[src/rtl/hazard_sb.sv]
// hazard_sb: ID-stage hazard scoreboard for an in-order pipeline.
// Tracks in-flight register writers in EX..WB, detects RAW hazards and
// multi-cycle EX occupancy, and produces issue/stall/bubble/flush control.
// Optional feature: define HAZARD_SB_FWD_EN to forward from in-flight stages
// instead of stalling; only a load still in EX then forces a stall.
module hazard_sb #(
  parameter int NREG  = 32,
  parameter int DEPTH = 3,
  parameter int LATW  = 6
) (
  input  logic                       clk,
  input  logic                       reset,
  input  logic                       id_valid,
  input  logic [$clog2(NREG)-1:0]    id_ra1,
  input  logic [$clog2(NREG)-1:0]    id_ra2,
  input  logic                       id_use1,
  input  logic                       id_use2,
  input  logic                       id_wen,
  input  logic [$clog2(NREG)-1:0]    id_dst,
  input  logic                       id_load,
  input  logic                       id_multi,
  input  logic [LATW-1:0]            id_lat,
  input  logic                       iwait,
  input  logic                       dwait,
  input  logic                       redirect,
  output logic                       issue,
  output logic                       stall_if,
  output logic                       bubble_ex,
  output logic                       flush_if_id,
  output logic [$clog2(DEPTH+1)-1:0] fwd_sel1,
  output logic [$clog2(DEPTH+1)-1:0] fwd_sel2,
  output logic                       mdu_busy,
  output logic [NREG-1:0]            pend
);
  localparam int AW = $clog2(NREG);
  localparam int SW = $clog2(DEPTH+1);

  // Tracker entry k describes the instruction currently in stage k (1 = EX).
  logic            trk_vld_q [1:DEPTH];
  logic            trk_vld_d [1:DEPTH];
  logic [AW-1:0]   trk_dst_q [1:DEPTH];
  logic [AW-1:0]   trk_dst_d [1:DEPTH];
`ifdef HAZARD_SB_FWD_EN
  logic            trk_ld_q  [1:DEPTH];
  logic            trk_ld_d  [1:DEPTH];
  logic            ld1, ld2;
`endif
  logic [LATW-1:0] cnt_q, cnt_d;
  // A redirect seen while dmem is stalled is remembered so the flush is
  // still applied on the cycle the pipeline can actually move again.
  logic            redir_hold_q, redir_hold_d;

  logic [SW-1:0]   m1, m2;
  logic            hazard_stall;
  logic            redir_eff;
  logic            advance;

  // Youngest matching producer per source; scanning oldest-first lets the youngest win.
  always_comb begin
    m1 = '0;
    m2 = '0;
`ifdef HAZARD_SB_FWD_EN
    ld1 = 1'b0;
    ld2 = 1'b0;
`endif
    for (int k = DEPTH; k >= 1; k--) begin
      if (id_use1 && (id_ra1 != '0) && trk_vld_q[k] && (trk_dst_q[k] == id_ra1)) begin
        m1 = SW'(k);
`ifdef HAZARD_SB_FWD_EN
        ld1 = trk_ld_q[k];
`endif
      end
      if (id_use2 && (id_ra2 != '0) && trk_vld_q[k] && (trk_dst_q[k] == id_ra2)) begin
        m2 = SW'(k);
`ifdef HAZARD_SB_FWD_EN
        ld2 = trk_ld_q[k];
`endif
      end
    end
  end

`ifdef HAZARD_SB_FWD_EN
  // Forward every match; only a load still in EX has no data yet (load-use).
  always_comb begin
    hazard_stall = ((m1 == SW'(1)) && ld1) || ((m2 == SW'(1)) && ld2);
    fwd_sel1     = (reset && id_valid) ? m1 : '0;
    fwd_sel2     = (reset && id_valid) ? m2 : '0;
  end
`else
  logic unused_load;
  assign unused_load = id_load;

  // Without forwarding any in-flight producer of a source holds ID.
  always_comb begin
    hazard_stall = (m1 != '0) || (m2 != '0);
    fwd_sel1     = '0;
    fwd_sel2     = '0;
  end
`endif

  // Pipeline control; everything is forced quiet while reset is held.
  always_comb begin
    mdu_busy    = reset & (cnt_q != '0);
    redir_eff   = redirect | redir_hold_q;
    issue       = reset & id_valid & ~hazard_stall & ~iwait & ~dwait & ~mdu_busy & ~redir_eff;
    stall_if    = reset & id_valid & ~issue & ~redir_eff;
    bubble_ex   = reset & ~issue & ~(dwait | mdu_busy);
    flush_if_id = reset & redir_eff;
    advance     = ~dwait & ~mdu_busy;
  end

  // Next tracker contents, latency countdown and held redirect.
  always_comb begin
    for (int k = 1; k <= DEPTH; k++) begin
      trk_vld_d[k] = trk_vld_q[k];
      trk_dst_d[k] = trk_dst_q[k];
`ifdef HAZARD_SB_FWD_EN
      trk_ld_d[k]  = trk_ld_q[k];
`endif
    end
    if (advance) begin
      for (int k = DEPTH; k >= 2; k--) begin
        trk_vld_d[k] = trk_vld_q[k-1];
        trk_dst_d[k] = trk_dst_q[k-1];
`ifdef HAZARD_SB_FWD_EN
        trk_ld_d[k]  = trk_ld_q[k-1];
`endif
      end
      // x0 writes and non-writers never become pending.
      trk_vld_d[1] = issue & id_wen & (id_dst != '0);
      trk_dst_d[1] = id_dst;
`ifdef HAZARD_SB_FWD_EN
      trk_ld_d[1]  = id_load;
`endif
    end

    cnt_d = cnt_q;
    if (cnt_q != '0) cnt_d = cnt_q - LATW'(1);
    if (issue && id_multi && (id_lat != '0)) cnt_d = id_lat;

    redir_hold_d = redir_eff & dwait;
  end

  // Control state with asynchronous active-low clear.
  always_ff @(posedge clk or negedge reset) begin
    if (!reset) begin
      for (int k = 1; k <= DEPTH; k++) trk_vld_q[k] <= 1'b0;
      cnt_q        <= '0;
      redir_hold_q <= 1'b0;
    end else begin
      for (int k = 1; k <= DEPTH; k++) trk_vld_q[k] <= trk_vld_d[k];
      cnt_q        <= cnt_d;
      redir_hold_q <= redir_hold_d;
    end
  end

  // Tracker payload; only meaningful when the matching valid is set.
  always_ff @(posedge clk) begin
    for (int k = 1; k <= DEPTH; k++) begin
      trk_dst_q[k] <= trk_dst_d[k];
`ifdef HAZARD_SB_FWD_EN
      trk_ld_q[k]  <= trk_ld_d[k];
`endif
    end
  end

  // Pending-write bitmap derived from valid tracker entries.
  always_comb begin
    pend = '0;
    for (int k = 1; k <= DEPTH; k++) begin
      if (trk_vld_q[k] && (trk_dst_q[k] != '0)) pend[trk_dst_q[k]] = 1'b1;
    end
  end

endmodule

[config.mk]
export PLATFORM = sky130hd
export DESIGN_NAME = hazard_sb
export DESIGN_NICKNAME = d
export VERILOG_FILES = /design/src/rtl/hazard_sb.sv
export SDC_FILE = /design/constraint.sdc
export NUM_CORES = 1
export LEC_CHECK = 0
export BUFFER_PORTS_ARGS = -buffer_cell sky130_fd_sc_hd__buf_2
export CORE_MARGIN = 3
export CORE_UTILIZATION = 25
export CTS_CLUSTER_SIZE = 24
export DETAILED_ROUTE_END_ITERATION = 6
export GPL_ROUTABILITY_DRIVEN = 0
export PLACE_DENSITY_LB_ADDON = 0.08
export SLEW_MARGIN = 20
export SYNTH_ARGS = -nofsm -noshare
export SYNTH_HDL_FRONTEND = slang
export SYNTH_SLANG_ARGS = --single-unit
[constraint.sdc]
create_clock -name clk -period 4.3 [get_ports clk]
set_input_delay 0.86 -clock clk [delete_from_list [all_inputs] [get_ports clk]]
set_output_delay 0.86 -clock clk [all_outputs]
set_load 0.005 [all_outputs]
==> results of run 1 <==
==> flip-flops by register name, summed over array words and instances (netlist names) <==
signal	flops
trk_vld_q	3
redir_hold_q	1
cnt_q	6
trk_dst_q	15
==> layout make-up <==
cell class / count / area, um2 / share of cell area, %
Inverter: 8 / 35.03 / 1.274
Multi-Input combinational cell: 249 / 1503 / 54.67
Sequential cell: 25 / 700.7 / 25.49
Tap cell: 108 / 135.1 / 4.916
Timing Repair Buffer: 66 / 330.3 / 12.02
Clock buffer: 4 / 45.04 / 1.639
==> routing by layer <==
layer	track usage, %	vias up
li1	-	1163
met1	21.94	1093
met2	25.47	90
met3	2.097	9
met4	3.187	0
met5	0	-
==> metrics by stage <==
step,power (mW),instance area [um2]
detailed placement,0.5705,2704
global route,0.7604,2749
global placement,0.5705,2704
finish,0.7044,2749
floorplan,0.5057,2355
CTS,0.7146,2749
==> worst max-delay path, cell delays in order <==
cell	delay (ns)
buf_2	0.27
nand3_1	0.16
a311oi_1	0.59
nand3_1	0.21
and3_2	0.25
buf_2	0.12
==> power by group <==
group	switching (mW)	internal [mW]
clock network	0.0744	0.0663
registers	0.0575	0.299
logic	0.109	0.0990
total	0.240	0.464
==> synth_stat cells (9+ instances only) <==
library cell   n  area, um2
dfrtp_1       10      250.2
nand2_1       61      229.0
xnor2_1       15      131.4
a22oi_1       15      112.6
edfxtp_1      15      450.4
nand3_1       14      70.07
nor2_1        30      112.6
nand2b_1       9      56.30
xor2_1        18      157.7
clkbuf_1      18      67.56
a32oi_1        9      78.83
nor3_1        11      55.05
nor2b_1       11      68.82
==> worst min-delay path by stage <==
stage / start / end / slack (ns) / cells past startpoint
finish: reset / cnt_q[5]$_DFFE_PN0P_ / 0.46 / 1
global route: reset / cnt_q[5]$_DFFE_PN0P_ / 0.47 / 1
floorplan: trk_dst_q[0][5]$_DFFE_PP_ / trk_dst_q[0][10]$_DFFE_PP_ / 0.42 / 0
detailed placement: redir_hold_q$_DFF_PN0_ / redir_hold_q$_DFF_PN0_ / 0.53 / 2
CTS: reset / cnt_q[5]$_DFFE_PN0P_ / 0.47 / 1
global placement: cnt_q[5]$_DFFE_PN0P_ / cnt_q[5]$_DFFE_PN0P_ / 0.53 / 2
==> cells by family after synthesis <==
family,after synthesis
xor gates and xnor gates,33
DFF,25
other,1
and+or+nand+nor,159
adders and majority gates,1
muxes,2
buffers and inverters,32
AOI/OAI and AO/OA,49
==> reports/qor.txt, run 1 <==
Status -> completed
Root buf cell -> clkbuf_8
Fmax -> 0.3017 GHz
Crit-path max FO -> 14
Kind of critical path -> input port to output port
Post-synth cell types -> 49
CTS resizes -> 0
Met2 WL -> 3.663 mm
Drt first pass iters -> 4
Fin cells -> 460
Wire per inst -> 17.62 um
Final setup fails -> 0
Number of nets still failing antenna checks after routing -> 0
TNS Setup -> 0 ns
Via Count -> 2355
Final period utilization -> 77.09%
Gr ovfl total -> 0
Xor/xnor share of the synthesized area -> 12.35%
PortBufs -> 66
DIE HEIGHT -> 102.7 um
Seq/Total Area, Yosys -> 29.95%
Critical Path Source Type -> input port
Uppermost layer routed -> met4
Commonest non-fill, non-tap cell in the layout -> buf_2
Flops & latches, synth -> 25
Postcts setup bufs -> 0
Critical path endpoint -> bubble_ex
Post-detailed-route via-to-cell ratio -> 5.120
Adder-cell area share of the yosys netlist -> 0.5348%
Reg2reg path depth -> 10
Reg2Reg Setup Slack -> 1.55 ns
H-tree levels -> 1
Worst hold slack -> 0.4580 ns
Vias in the first global route -> 2350
Num ports -> 73
Max-cap violations -> 0
Crit. End Element -> output port
Worst-path clk slew -> 0.09 ns
Place WS -> 0.9670 ns
Total CTS buffers -> 3
Drt initial violations -> 118
DP HPWL -> 6.075 mm
Starting density of the core -> 26.32%
Proportion of synthesized area in mux cells -> 0.9626%
Reg-to-Reg Start -> cnt_q[0]$_DFFE_PN0P_
Reg-to-reg endpoint -> cnt_q[1]$_DFFE_PN0P_
EDFF count, synth -> 15
CP startpoint -> reset
Die ar. -> 0.01056 mm2
Maximum vdd ir drop -> 0.0001239 V
Hold Crit Class -> input port to asynchronous set/reset pin
Hold Buf Count CTS -> 0
WL met1 -> 3.827 mm
Dpl cells -> 456
Most frequent cells in the layout -> buf_2, nand2_1, nor2_1, xor2_1
CTS tree -> built
Worst-Margin Slew -> 0.7441 ns
Gr usage total -> 15.54%
RSZ-0062 raised after global routing -> false
Synth Cell Area -> 0.002340 mm2
Pins Over Slew Limit -> 0
Core Area -> 0.008891 mm2
Post-Route Utilization -> 30.92%
Die Wd -> 102.7 um
ANT cells -> 0
Initial antenna violation count -> 0
Slew margin rel. -> 50.29%
P&R area growth vs syn -> 17.49%
Clock Skew -> 0.006008 ns
Final #Nets -> 386
WP data required -> 3.44 ns
First-pass GRT wire length -> 12.64 mm
Asr flop ratio synth -> 40.00%
Simple-Gate Fraction of Synth Area -> 33.48%
Worst-Skew Late Latency -> 0.27 ns
Std cell rows -> 34
Clock period minus worst slack -> 3.315 ns
Pin count of the biggest net entering global routing -> 22
Fin. Hold Viols -> 0
Final WS setup -> 0.9853 ns
Ys Warns -> 0
P_leak -> 1.201 nW
Pwr Density -> 256.2 mW/mm2
Main combinational cell family by area after synthesis -> simple AND/OR/NAND/NOR gates
Met3 wire len -> 514 um
Worst Path Arrival -> 2.45 ns
Fillers -> 987
Syn avg cell area -> 7.747 um2
Syn Inst Count -> 302
Drc violations -> 0
Compound-gate portion of the synthesized area -> 16.10%
Layout cells sized above 1 -> 22.73%
Final WL -> 8.105 mm
Clock buffer depth -> 2
Clock sinks -> 25
Top FF cell, synth -> edfxtp_1
Note: power is estimated with default switching activity, not from simulation.
==> run 2, diff against run 1 <==
==> constraint.sdc (replaced) <==
create_clock -name clk -period 2.7 [get_ports clk]
set_input_delay 0.54 -clock clk [delete_from_list [all_inputs] [get_ports clk]]
set_output_delay 0.54 -clock clk [all_outputs]
set_load 0.005 [all_outputs]
==> reports/qor.txt, run 2 (synthesized netlist as in run 1, its figures left out) <==
Status -> completed (unchanged)
Worst-Skew Late Latency -> 0.27 ns (about the same)
Clock sinks -> 25 (unchanged)
Place WS -> 0.1386 ns (was 0.9670 ns)
Number of flip-flops under the largest register name -> 15 (unchanged)
Clock Skew -> 0.007210 ns (was 0.006008 ns)
Worst Path Arrival -> 2.11 ns (was 2.45 ns)
Max-cap violations -> 0 (unchanged)
Drt initial violations -> 114 (was 118)
Pins Over Slew Limit -> 0 (unchanged)
P&R area growth vs syn -> 29.41% (was 17.49%)
Post-Route Utilization -> 34.06% (was 30.92%)
Commonest non-fill, non-tap cell in the layout -> buf_2 (unchanged)
Num ports -> 73 (unchanged)
Final period utilization -> 98.28%
Worst-path clk slew -> 0.09 ns (about the same)
Hold Buf Count CTS -> 0 (unchanged)
Crit-path max FO -> 4 (was 14)
CTS tree -> built (unchanged)
P_leak -> 1.368 nW (was 1.201 nW)
Clock buffer depth -> 2 (unchanged)
Root buf cell -> clkbuf_8 (unchanged)
PortBufs -> 66 (unchanged)
Vias in the first global route -> 2502 (was 2350)
Critical Path Source Type -> flop (was input port)
Biggest regs -> trk_dst_q x15, cnt_q x6, trk_vld_q x3 (unchanged)
Final WS setup -> 0.04632 ns (was 0.9853 ns)
Placed cell area -> 0.002831 mm2 (was 0.002704 mm2)
Die Wd -> 102.7 um (unchanged)
Most frequent cells in the layout -> buf_2, nand2_1, buf_4, nor2_1, xor2_1 (was buf_2, nand2_1, nor2_1, xor2_1)
TNS Setup -> 0 ns (unchanged)
Maximum vdd ir drop -> 0.0002037 V (was 0.0001239 V)
Fin. Hold Viols -> 0 (unchanged)
Hold Crit Class -> input port to asynchronous set/reset pin (unchanged)
Crit. End Element -> output port (unchanged)
Clock period minus worst slack -> 2.654 ns
Fmax -> 0.3768 GHz
Via Count -> 2499 (was 2355)
DIE HEIGHT -> 102.7 um (unchanged)
Drc violations -> 0 (unchanged)
Core Area -> 0.008891 mm2 (unchanged)
ANT cells -> 0 (unchanged)
RSZ-0062 raised after global routing -> true (was false)
Final #Nets -> 420 (was 386)
Number of nets still failing antenna checks after routing -> 0 (unchanged)
First-pass GRT wire length -> 13.38 mm (was 12.64 mm)
Final setup fails -> 0 (unchanged)
Wire per inst -> 17.13 um (was 17.62 um)
Total CTS buffers -> 3 (unchanged)
Initial antenna violation count -> 0 (unchanged)
Reg-to-Reg Start -> cnt_q[0]$_DFFE_PN0P_ (unchanged)
Kind of critical path -> flop to output port (was input port to output port)
Starting density of the core -> 26.32% (unchanged)
Reg2Reg Setup Slack -> 0.13 ns (was 1.55 ns)
Pin count of the biggest net entering global routing -> 15 (was 22)
Gr usage total -> 16.37% (was 15.54%)
DP HPWL -> 6.451 mm (was 6.075 mm)
Top reg by flops -> trk_dst_q (unchanged)
Die ar. -> 0.01056 mm2 (unchanged)
Layout cells sized above 1 -> 30.57% (was 22.73%)
Gr ovfl total -> 0 (unchanged)
WP data required -> 2.16 ns (was 3.44 ns)
Reg-to-reg endpoint -> cnt_q[1]$_DFFE_PN0P_ (unchanged)
Post-detailed-route via-to-cell ratio -> 5.059 (was 5.120)
Dpl cells -> 473 (was 456)
H-tree levels -> 1 (unchanged)
Final instance area -> 0.003028 mm2 (was 0.002749 mm2)
Final WL -> 8.460 mm (was 8.105 mm)
Reg2reg path depth -> 12 (was 10)
Slew margin rel. -> 56.81% (was 50.29%)
Drt first pass iters -> 5 (was 4)
Std cell rows -> 34 (unchanged)
Pwr Density -> 411.7 mW/mm2 (was 256.2 mW/mm2)
Fin cells -> 494 (was 460)
Worst-Margin Slew -> 0.6455 ns (was 0.7441 ns)
-- run 2: changes by cell type in the layout (fill, tap and decap cells not counted) --
cell      previous run  this run
clkbuf_1             1         0
ha_1                 1         0
and3_2               1         0
buf_4                0        34
clkinv_2             0         1
ha_4                 0         1
buf_6                0         1
buf_2               66        65
and3_4               0         1
inv_2                0         2
inv_1                7         5
-- run 2: per-layer routing --
layer  vias to the layer above  wire length, um  GRT usage (%)
li1                       1225                -              -
met1                      1174             3854          22.49
met2                        92             4096          27.71
met3                         8              418          1.150
met4                         0               91          4.681
met5                         -                0              0
-- run 2: repair_timing --
action / in CTS / in global routing
resized for setup: 4 / 2
setup endpoints to repair: 3 / 3
pin swaps: 3 / 0
setup buffers: 6 / 11
-- run 2: layout make-up --
cell class	instances	area, um2
sequential	25	700.7
clock inverter	1	5.005
inverter	8	35.03
tap	108	135.1
clock buffer	3	41.29
multi-input combinational	249	1519
fill	984	5863
timing repair buffer	100	591.8
-- run 2: worst max-delay path, stage by stage (launching register included) --
cell and delay (ns):
dfrtp_1 0.40, inv_2 0.08, ha_4 0.14, nand2b_4 0.06
or4_4 0.43, and2_4 0.16, or2_4 0.27, clkinv_4 0.06
and3_4 0.17, buf_6 0.09
-- run 2: how the worst max path moves through the flow --
stage                         start  cells after the start                    to  slack (ns)
2_1_floorplan  cnt_q[0]$_DFFE_PN0P_                     11  cnt_q[1]$_DFFE_PN0P_        0.11
3_3_place_gp              id_ra2[1]                      7             bubble_ex        0.14
3_5_place_dp              id_ra2[1]                      7             bubble_ex        0.14
4_1_cts        cnt_q[0]$_DFFE_PN0P_                      9             bubble_ex        0.01
5_1_grt        cnt_q[0]$_DFFE_PN0P_                      9             bubble_ex       -0.04
6_report       cnt_q[0]$_DFFE_PN0P_                      9             bubble_ex        0.05
-- run 2: power by group --
| part | leakage (nW) | switching [mW] | total, mW | internal, mW |
|---|---|---|---|---|
| clock | 0.0255 | 0.123 | 0.226 | 0.103 |
| sequential | 0.266 | 0.0695 | 0.545 | 0.475 |
| combinational | 1.08 | 0.229 | 0.475 | 0.247 |
| total | 1.37 | 0.421 | 1.25 | 0.825 |
-- run 2: stage by stage --
step / hold slack, ns / power, mW
after global placement: 0.3655 / 0.9348
after detailed placement: 0.3682 / 0.9384
after global routing: 0.06811 / 1.346
after floorplan: 0.2444 / 0.8054
after CTS: 0.07137 / 1.225
final: 0.08370 / 1.246
